**src/rtl/rob_commit_ctrl.sv**
```systemverilog
`default_nettype none
// ============================================================================
// Module      : rob_commit_ctrl
// Description : ROB head/tail/occupancy owner. Grants dispatch allocations at
//               the tail, retires the head entry in order once it is valid and
//               done, and emits a registered commit record for the arch RAT.
//               Stores at the head are held until the LSU acknowledges them.
//               Optional macro ROB_COMMIT_PERF_EN enables the retire and stall
//               performance counters. Without it the perf ports read 0.
// Revision    : 1.0 - initial release
// ============================================================================
module rob_commit_ctrl #(
    parameter int ROB_LENGTH      = 16,
    parameter int ROB_IDX_W       = 4,
    parameter int ARCH_REG_IDX_W  = 5,
    parameter int PHYS_REG_IDX_W  = 6,
    parameter int INT_DATA_W      = 32,
    parameter int INSTR_MEM_IDX_W = 10
) (
    input  logic                       clk,
    input  logic                       rst,
    input  logic                       alloc_req,
    output logic                       alloc_ready,
    output logic                       rob_write,
    output logic [ROB_IDX_W-1:0]       rob_tail,
    output logic [ROB_IDX_W-1:0]       rob_head,
    input  logic                       head_valid,
    input  logic                       head_done,
    input  logic                       head_is_store,
    input  logic [INSTR_MEM_IDX_W-1:0] head_pc,
    input  logic [ARCH_REG_IDX_W-1:0]  head_logical_rd,
    input  logic [PHYS_REG_IDX_W-1:0]  head_phys_rd,
    input  logic [INT_DATA_W-1:0]      head_result,
    output logic                       store_commit_req,
    input  logic                       store_ack,
    input  logic                       flush_req,
    output logic                       commit_valid,
    output logic                       commit_rd_we,
    output logic [INSTR_MEM_IDX_W-1:0] commit_pc,
    output logic [ARCH_REG_IDX_W-1:0]  commit_logical_rd,
    output logic [PHYS_REG_IDX_W-1:0]  commit_phys_rd,
    output logic [INT_DATA_W-1:0]      commit_result,
    output logic [ROB_IDX_W:0]         rob_count,
    output logic [31:0]                perf_retired,
    output logic [31:0]                perf_stall_cycles
);

    localparam logic [0:0]         c_ST_RUN        = 1'b0;
    localparam logic [0:0]         c_ST_STORE_WAIT = 1'b1;
    localparam logic [ROB_IDX_W:0] c_FULL          = (ROB_IDX_W+1)'(ROB_LENGTH);

    logic [0:0]                 state_q, state_d;
    logic [ROB_IDX_W-1:0]       head_q, head_d;
    logic [ROB_IDX_W-1:0]       tail_q, tail_d;
    logic [ROB_IDX_W:0]         count_q, count_d;
    logic                       flush_pending_q, flush_pending_d;
    logic                       commit_valid_q, commit_valid_d;
    logic                       commit_rd_we_q, commit_rd_we_d;
    logic [INSTR_MEM_IDX_W-1:0] commit_pc_q, commit_pc_d;
    logic [ARCH_REG_IDX_W-1:0]  commit_rd_q, commit_rd_d;
    logic [PHYS_REG_IDX_W-1:0]  commit_prd_q, commit_prd_d;
    logic [INT_DATA_W-1:0]      commit_res_q, commit_res_d;

    logic w_alloc_fire;
    logic w_eligible;
    logic w_retire;
    logic w_flush_run;
    logic w_flush_after;

    // Both states accept allocations, so readiness depends only on occupancy
    // and on the flush input; the registered count keeps it free of retire.
    assign alloc_ready      = (count_q != c_FULL) & ~flush_req;
    assign rob_write        = alloc_req & alloc_ready;
    assign store_commit_req = (state_q == c_ST_STORE_WAIT);
    assign rob_head         = head_q;
    assign rob_tail         = tail_q;
    assign rob_count        = count_q;

    assign commit_valid      = commit_valid_q;
    assign commit_rd_we      = commit_rd_we_q;
    assign commit_pc         = commit_pc_q;
    assign commit_logical_rd = commit_rd_q;
    assign commit_phys_rd    = commit_prd_q;
    assign commit_result     = commit_res_q;

    // Retire/flush decisions and next-state for pointers, FSM and commit record
    always_comb begin
        w_alloc_fire  = alloc_req & alloc_ready;
        w_eligible    = (count_q != '0) & head_valid & head_done;
        w_flush_run   = (state_q == c_ST_RUN) & flush_req;
        w_retire      = ((state_q == c_ST_RUN) & ~flush_req & w_eligible & ~head_is_store)
                      | ((state_q == c_ST_STORE_WAIT) & store_ack);
        w_flush_after = (state_q == c_ST_STORE_WAIT) & store_ack & (flush_pending_q | flush_req);

        state_d         = state_q;
        flush_pending_d = flush_pending_q;
        head_d          = head_q + ROB_IDX_W'(w_retire);
        tail_d          = tail_q + ROB_IDX_W'(w_alloc_fire);
        count_d         = count_q + (ROB_IDX_W+1)'(w_alloc_fire) - (ROB_IDX_W+1)'(w_retire);

        if (state_q == c_ST_RUN) begin
            if (~flush_req & w_eligible & head_is_store) begin
                state_d = c_ST_STORE_WAIT;
            end
        end else begin
            if (store_ack) begin
                state_d         = c_ST_RUN;
                flush_pending_d = 1'b0;
            end else if (flush_req) begin
                flush_pending_d = 1'b1;
            end
        end

        // A flush keeps the head where it is; only the uncommitted tail collapses.
        if (w_flush_run) begin
            tail_d  = head_q;
            count_d = '0;
        end else if (w_flush_after) begin
            tail_d  = head_q + ROB_IDX_W'(1);
            count_d = '0;
        end

        commit_valid_d = w_retire;
        commit_rd_we_d = commit_rd_we_q;
        commit_pc_d    = commit_pc_q;
        commit_rd_d    = commit_rd_q;
        commit_prd_d   = commit_prd_q;
        commit_res_d   = commit_res_q;
        if (w_retire) begin
            commit_rd_we_d = ~head_is_store & (head_logical_rd != '0);
            commit_pc_d    = head_pc;
            commit_rd_d    = head_logical_rd;
            commit_prd_d   = head_phys_rd;
            commit_res_d   = head_result;
        end
    end

    // Control and commit-record registers
    always_ff @(posedge clk or negedge rst) begin
        if (!rst) begin
            state_q         <= c_ST_RUN;
            head_q          <= '0;
            tail_q          <= '0;
            count_q         <= '0;
            flush_pending_q <= 1'b0;
            commit_valid_q  <= 1'b0;
            commit_rd_we_q  <= 1'b0;
            commit_pc_q     <= '0;
            commit_rd_q     <= '0;
            commit_prd_q    <= '0;
            commit_res_q    <= '0;
        end else begin
            state_q         <= state_d;
            head_q          <= head_d;
            tail_q          <= tail_d;
            count_q         <= count_d;
            flush_pending_q <= flush_pending_d;
            commit_valid_q  <= commit_valid_d;
            commit_rd_we_q  <= commit_rd_we_d;
            commit_pc_q     <= commit_pc_d;
            commit_rd_q     <= commit_rd_d;
            commit_prd_q    <= commit_prd_d;
            commit_res_q    <= commit_res_d;
        end
    end

`ifdef ROB_COMMIT_PERF_EN
    logic [31:0] perf_retired_q, perf_retired_d;
    logic [31:0] perf_stall_q, perf_stall_d;

    // Retire count and cycles where the ROB holds work but nothing retires
    always_comb begin
        perf_retired_d = perf_retired_q + 32'(w_retire);
        perf_stall_d   = perf_stall_q + 32'((count_q != '0) & ~w_retire);
    end

    // Perf counters survive flushes; only reset clears them
    always_ff @(posedge clk or negedge rst) begin
        if (!rst) begin
            perf_retired_q <= '0;
            perf_stall_q   <= '0;
        end else begin
            perf_retired_q <= perf_retired_d;
            perf_stall_q   <= perf_stall_d;
        end
    end

    assign perf_retired      = perf_retired_q;
    assign perf_stall_cycles = perf_stall_q;
`else
    assign perf_retired      = 32'd0;
    assign perf_stall_cycles = 32'd0;
`endif

endmodule
`default_nettype wire
```
**config.mk**
```make
export PLATFORM = sky130hd
export DESIGN_NAME = rob_commit_ctrl
export DESIGN_NICKNAME = d
export VERILOG_FILES = /design/src/rtl/rob_commit_ctrl.sv
export SDC_FILE = /design/constraint.sdc
export NUM_CORES = 1
export LEC_CHECK = 0
export ABC_CLOCK_PERIOD_IN_PS = 2900
export CAP_MARGIN = 5
export CELL_PAD_IN_SITES_DETAIL_PLACEMENT = 0
export CELL_PAD_IN_SITES_GLOBAL_PLACEMENT = 1
export CORE_MARGIN = 2
export CORE_UTILIZATION = 27
export CTS_CLUSTER_DIAMETER = 40
export DETAILED_ROUTE_END_ITERATION = 7
export GPL_TIMING_DRIVEN = 1
export PLACE_DENSITY = 0.83
export SYNTH_ARGS = -nofsm -noshare
export SYNTH_HDL_FRONTEND = slang
export SYNTH_SLANG_ARGS = --single-unit
```
**constraint.sdc**
```tcl
create_clock -name clk -period 2.9 [get_ports clk]
set_clock_uncertainty 0.2 [all_clocks]
set_input_delay 0.58 -clock clk [delete_from_list [all_inputs] [get_ports clk]]
set_output_delay 0.58 -clock clk [all_outputs]
set_load 0.05 [all_outputs]
```
==> results.md <==
* Most common flop cell mapped by yosys: dfrtp_1
* Post-Route WL at between 7 and 8 mm
* Startpoint types: flop
* Critical Path, Cell by Cell: inv_2, ha_4, nor4b_4, nor3_2, o21a_4, ha_4, inv_2, ha_4, inv_2, fa_2, nand2b_4, a21oi_2, xnor2_1, nor2_1
* Nets at between 400 and 500
* IO buf count at 131
* Reg power frac at 25.4%
* Residual DRC at 0
* Critical path's largest stage delay at 0.43 ns
* Slew Viols, Final at 0
* EDFF count, synth at 0
* Post-route ant nets at 0
* Total gr overflow at 0
* Die X at around 120 µm
* Required @ worst endpoint at 2.91 ns
* Clk sink count at 70
* Wirelength per Cell at roughly 13 µm
* Worst setup path startpoint: rob_count[3]$_DFF_PN0_
* Placed inst area at a little over 5000 µm²
* TritonCTS clock tree: yes
* Netlist cell types at 30
* Core Box Area at between 10,000 and 15,000 µm²
* Crit path time final at around 2.8 ns
* CTS buffer count at 9
* # diodes at 0
* WP buf/inv at 3
* Crit share post-route at about 96%
* Sw frac at between 40% and 50%
* Starting DRT DRC Count at 61
* Postcts setup bufs at 0
* DR vias at around 2,400
* CP Max Fanout at 3
* Clock Path Buffers at 2
* Hold_ws at 0.0288 ns
* Ys Warns at 0
* Die H at roughly 120 µm
* Crit path depth at 14
* Cell Pwr Density at 1320 nW/µm²
* Pint at 3830 µW
* Max cap viols at 0
* Clock share of power at approximately 16%
* Final Instance Area at 5360 µm²
* Critical-path top delay cell: dfrtp_2
* First drt pass iteration count at 4
* Latest clock arrival within the worst-skew pair at 0.33 ns
* Initial Util at 27.7%
* Post-Synthesis Cells at about 270
* Final setup TNS at 0 ns
* Die ar. at 14,500 µm²
* FF-to-FF End: rob_count[4]$_DFF_PN0_
* NetSw at approximately 3300 µW
* HP Class: in -> async
* Worst r2r path cells at 14
* Pin count of the biggest net entering global routing at 36
* Worst Path Arrival at roughly 2.8 ns
* Multi-input combinational cell area at 1610 µm²
* Layout cells sized above 1 at 23.6%
* Clk root buf: clkbuf_16
* First-pass GRT wire length at around 12 mm
* Routability Congestion at 0.768
* Pleak at ~0.0024 µW
* Synth Register Bits at 70
* GRT Total Usage at 11.2%
* Outcome: complete, no violations
* Mapped cell area at roughly 3700 µm²
* Reg area at roughly 1800 µm²
* Commonest non-fill, non-tap cell in the layout: clkdlybuf4s50_1
* Register area share after synthesis at between 40% and 50%
* Vias in the first global route at around 2,400
* CP delay by family, top: adder cells
* # IOs at about 200
* Fmax at ~360 MHz
* Async SR Flop Fraction at 100%
* Reg2reg start: rob_count[3]$_DFF_PN0_
* Clock slew at reported path FFs at roughly 0.05 ns
* Critical path endpoint: rob_count[4]$_DFF_PN0_
* Commonest non-fill, non-tap cells in the layout: 128 x clkdlybuf4s50_1, 67 x dfrtp_1, 64 x conb_1
* Area Overhead vs Synth at 46.0%
* Least-Margin Pin Slew at 0.544 ns
* Crit. End Element: flop
* Syn Area/Cell at 13.4 µm²
* Critical setup path kind: reg -> reg
* Initial antenna violation count at 0
* Max-Slew Margin vs Limit at between 60% and 70%
* Final setup fails at 0
* FP Rows at 42
* Htree depth at 3
* Fill count at between 1,000 and 1,500
* Hold Fails Final Rpt at 0
* Max IR drop VDD at roughly 0.00060 V
* Reg2Reg Setup Slack at between 0.1 and 0.15 ns
* Detail Placement HPWL at around 5.8 mm
* Logic pwr share at 58.8%
* Vias per inst at 3.98
[layout make-up]
class                   count  share of cell area (%)
clock inverters             3                   0.794
inverters                   7                   0.490
flip-flops and latches     70                    32.8
repair buffers            143                    26.9
clock buffers              13                    4.86
multi-input cells         187                    30.1
well taps                 176                    4.11
[sequential cells by signal, summed over array words and instances (netlist names)]
register / flops
commit_rd_we: 1
commit_phys_rd: 6
store_commit_req: 1
commit_valid: 1
commit_logical_rd: 5
flush_pending_q: 1
rob_count: 5
commit_result: 32
rob_head: 4
rob_tail: 4
commit_pc: 10
[cell usage after synthesis (2+ instances only)]
cell / number / area (µm²)
dfrtp_1: 70 / 1750
buf_4: 65 / 488
mux2_4: 49 / 736
nor2_1: 12 / 45.0
ha_1: 11 / 138
inv_1: 7 / 26.3
a21oi_1: 6 / 30.0
nand2_1: 6 / 22.5
buf_12: 5 / 100
mux2_2: 5 / 56.3
xnor2_1: 4 / 35.0
xor2_1: 4 / 35.0
nand3_1: 3 / 15.0
o21ai_0: 3 / 15.0
a21o_1: 2 / 15.0
a31oi_1: 2 / 12.5
and3_1: 2 / 12.5
nand2b_1: 2 / 12.5
nor3_1: 2 / 10.0
o21a_1: 2 / 15.0
o22ai_1: 2 / 12.5
[per-layer routing]
metal  GRT usage, %  vias to the layer above  wire, µm
li1               -                     1080         -
met1           13.9                     1168      3240
met2           16.8                      124      3750
met3           3.68                       11       724
met4           6.76                        0       184
met5              0                        -         0
[worst min-delay path by stage]
stage | from | to | slack (ns) | cells past startpoint
3_5_place_dp | commit_logical_rd[1]$_DFFE_PN0N_ | commit_logical_rd[1]$_DFFE_PN0N_ | 0.29 | 1
2_1_floorplan | rst | commit_logical_rd[0]$_DFFE_PN0N_ | 0.08 | 0
4_1_cts | rst | rob_tail[1]$_DFF_PN0_ | 0.03 | 1
6_report | rst | rob_count[3]$_DFF_PN0_ | 0.03 | 1
5_1_grt | rst | rob_tail[1]$_DFF_PN0_ | 0.06 | 1
3_3_place_gp | commit_pc[0]$_DFFE_PN0N_ | commit_pc[0]$_DFFE_PN0N_ | 0.29 | 1
[timing repair]
item | 4_1_cts | 5_1_grt
hold buffers | 0 | 0
endpoints found under the setup margin | 0 | 1
gates resized for setup | 0 | 2
[per-stage QoR]
| stage | setup WS (ns) | util, % | instances | power, µW |
|---|---|---|---|---|
| 6_report | 0.125 | 40.5 | 599 | 7080 |
| 5_1_grt | -0.00273 | 40.5 | 599 | 7430 |
| 4_1_cts | 0.0428 | 40.4 | 599 | 7140 |
| 3_5_place_dp | -0.217 | 38.1 | 583 | 5960 |
| 3_3_place_gp | -0.172 | 38.1 | 583 | 5910 |
| 2_1_floorplan | -0.292 | - | 336 | 4740 |
[power by group through the flow]
stage	combinational (µW)	clock, µW	sequential (µW)
after detailed placement	4160	0	1800
after global routing	4350	1210	1870
after floorplan	1350	0	3390
after global placement	4130	0	1780
after CTS	4180	1160	1800
final	4160	1120	1800
[cell families (layout without fill, tap and decap cells)]
logic type	after synthesis	count (layout)	share of synthesized area, %
AOI/OAI and AO/OA	20	20	3.41
xor gates and xnor gates	8	8	1.91
adders and majority gates	12	12	4.30
buffers and inverters	79	166	17.2
DFF	70	70	47.7
muxes	54	54	21.6
other	1	64	0.102
and+or+nand+nor	29	29	3.79
No activity file was read; power rests on OpenSTA's default activity.
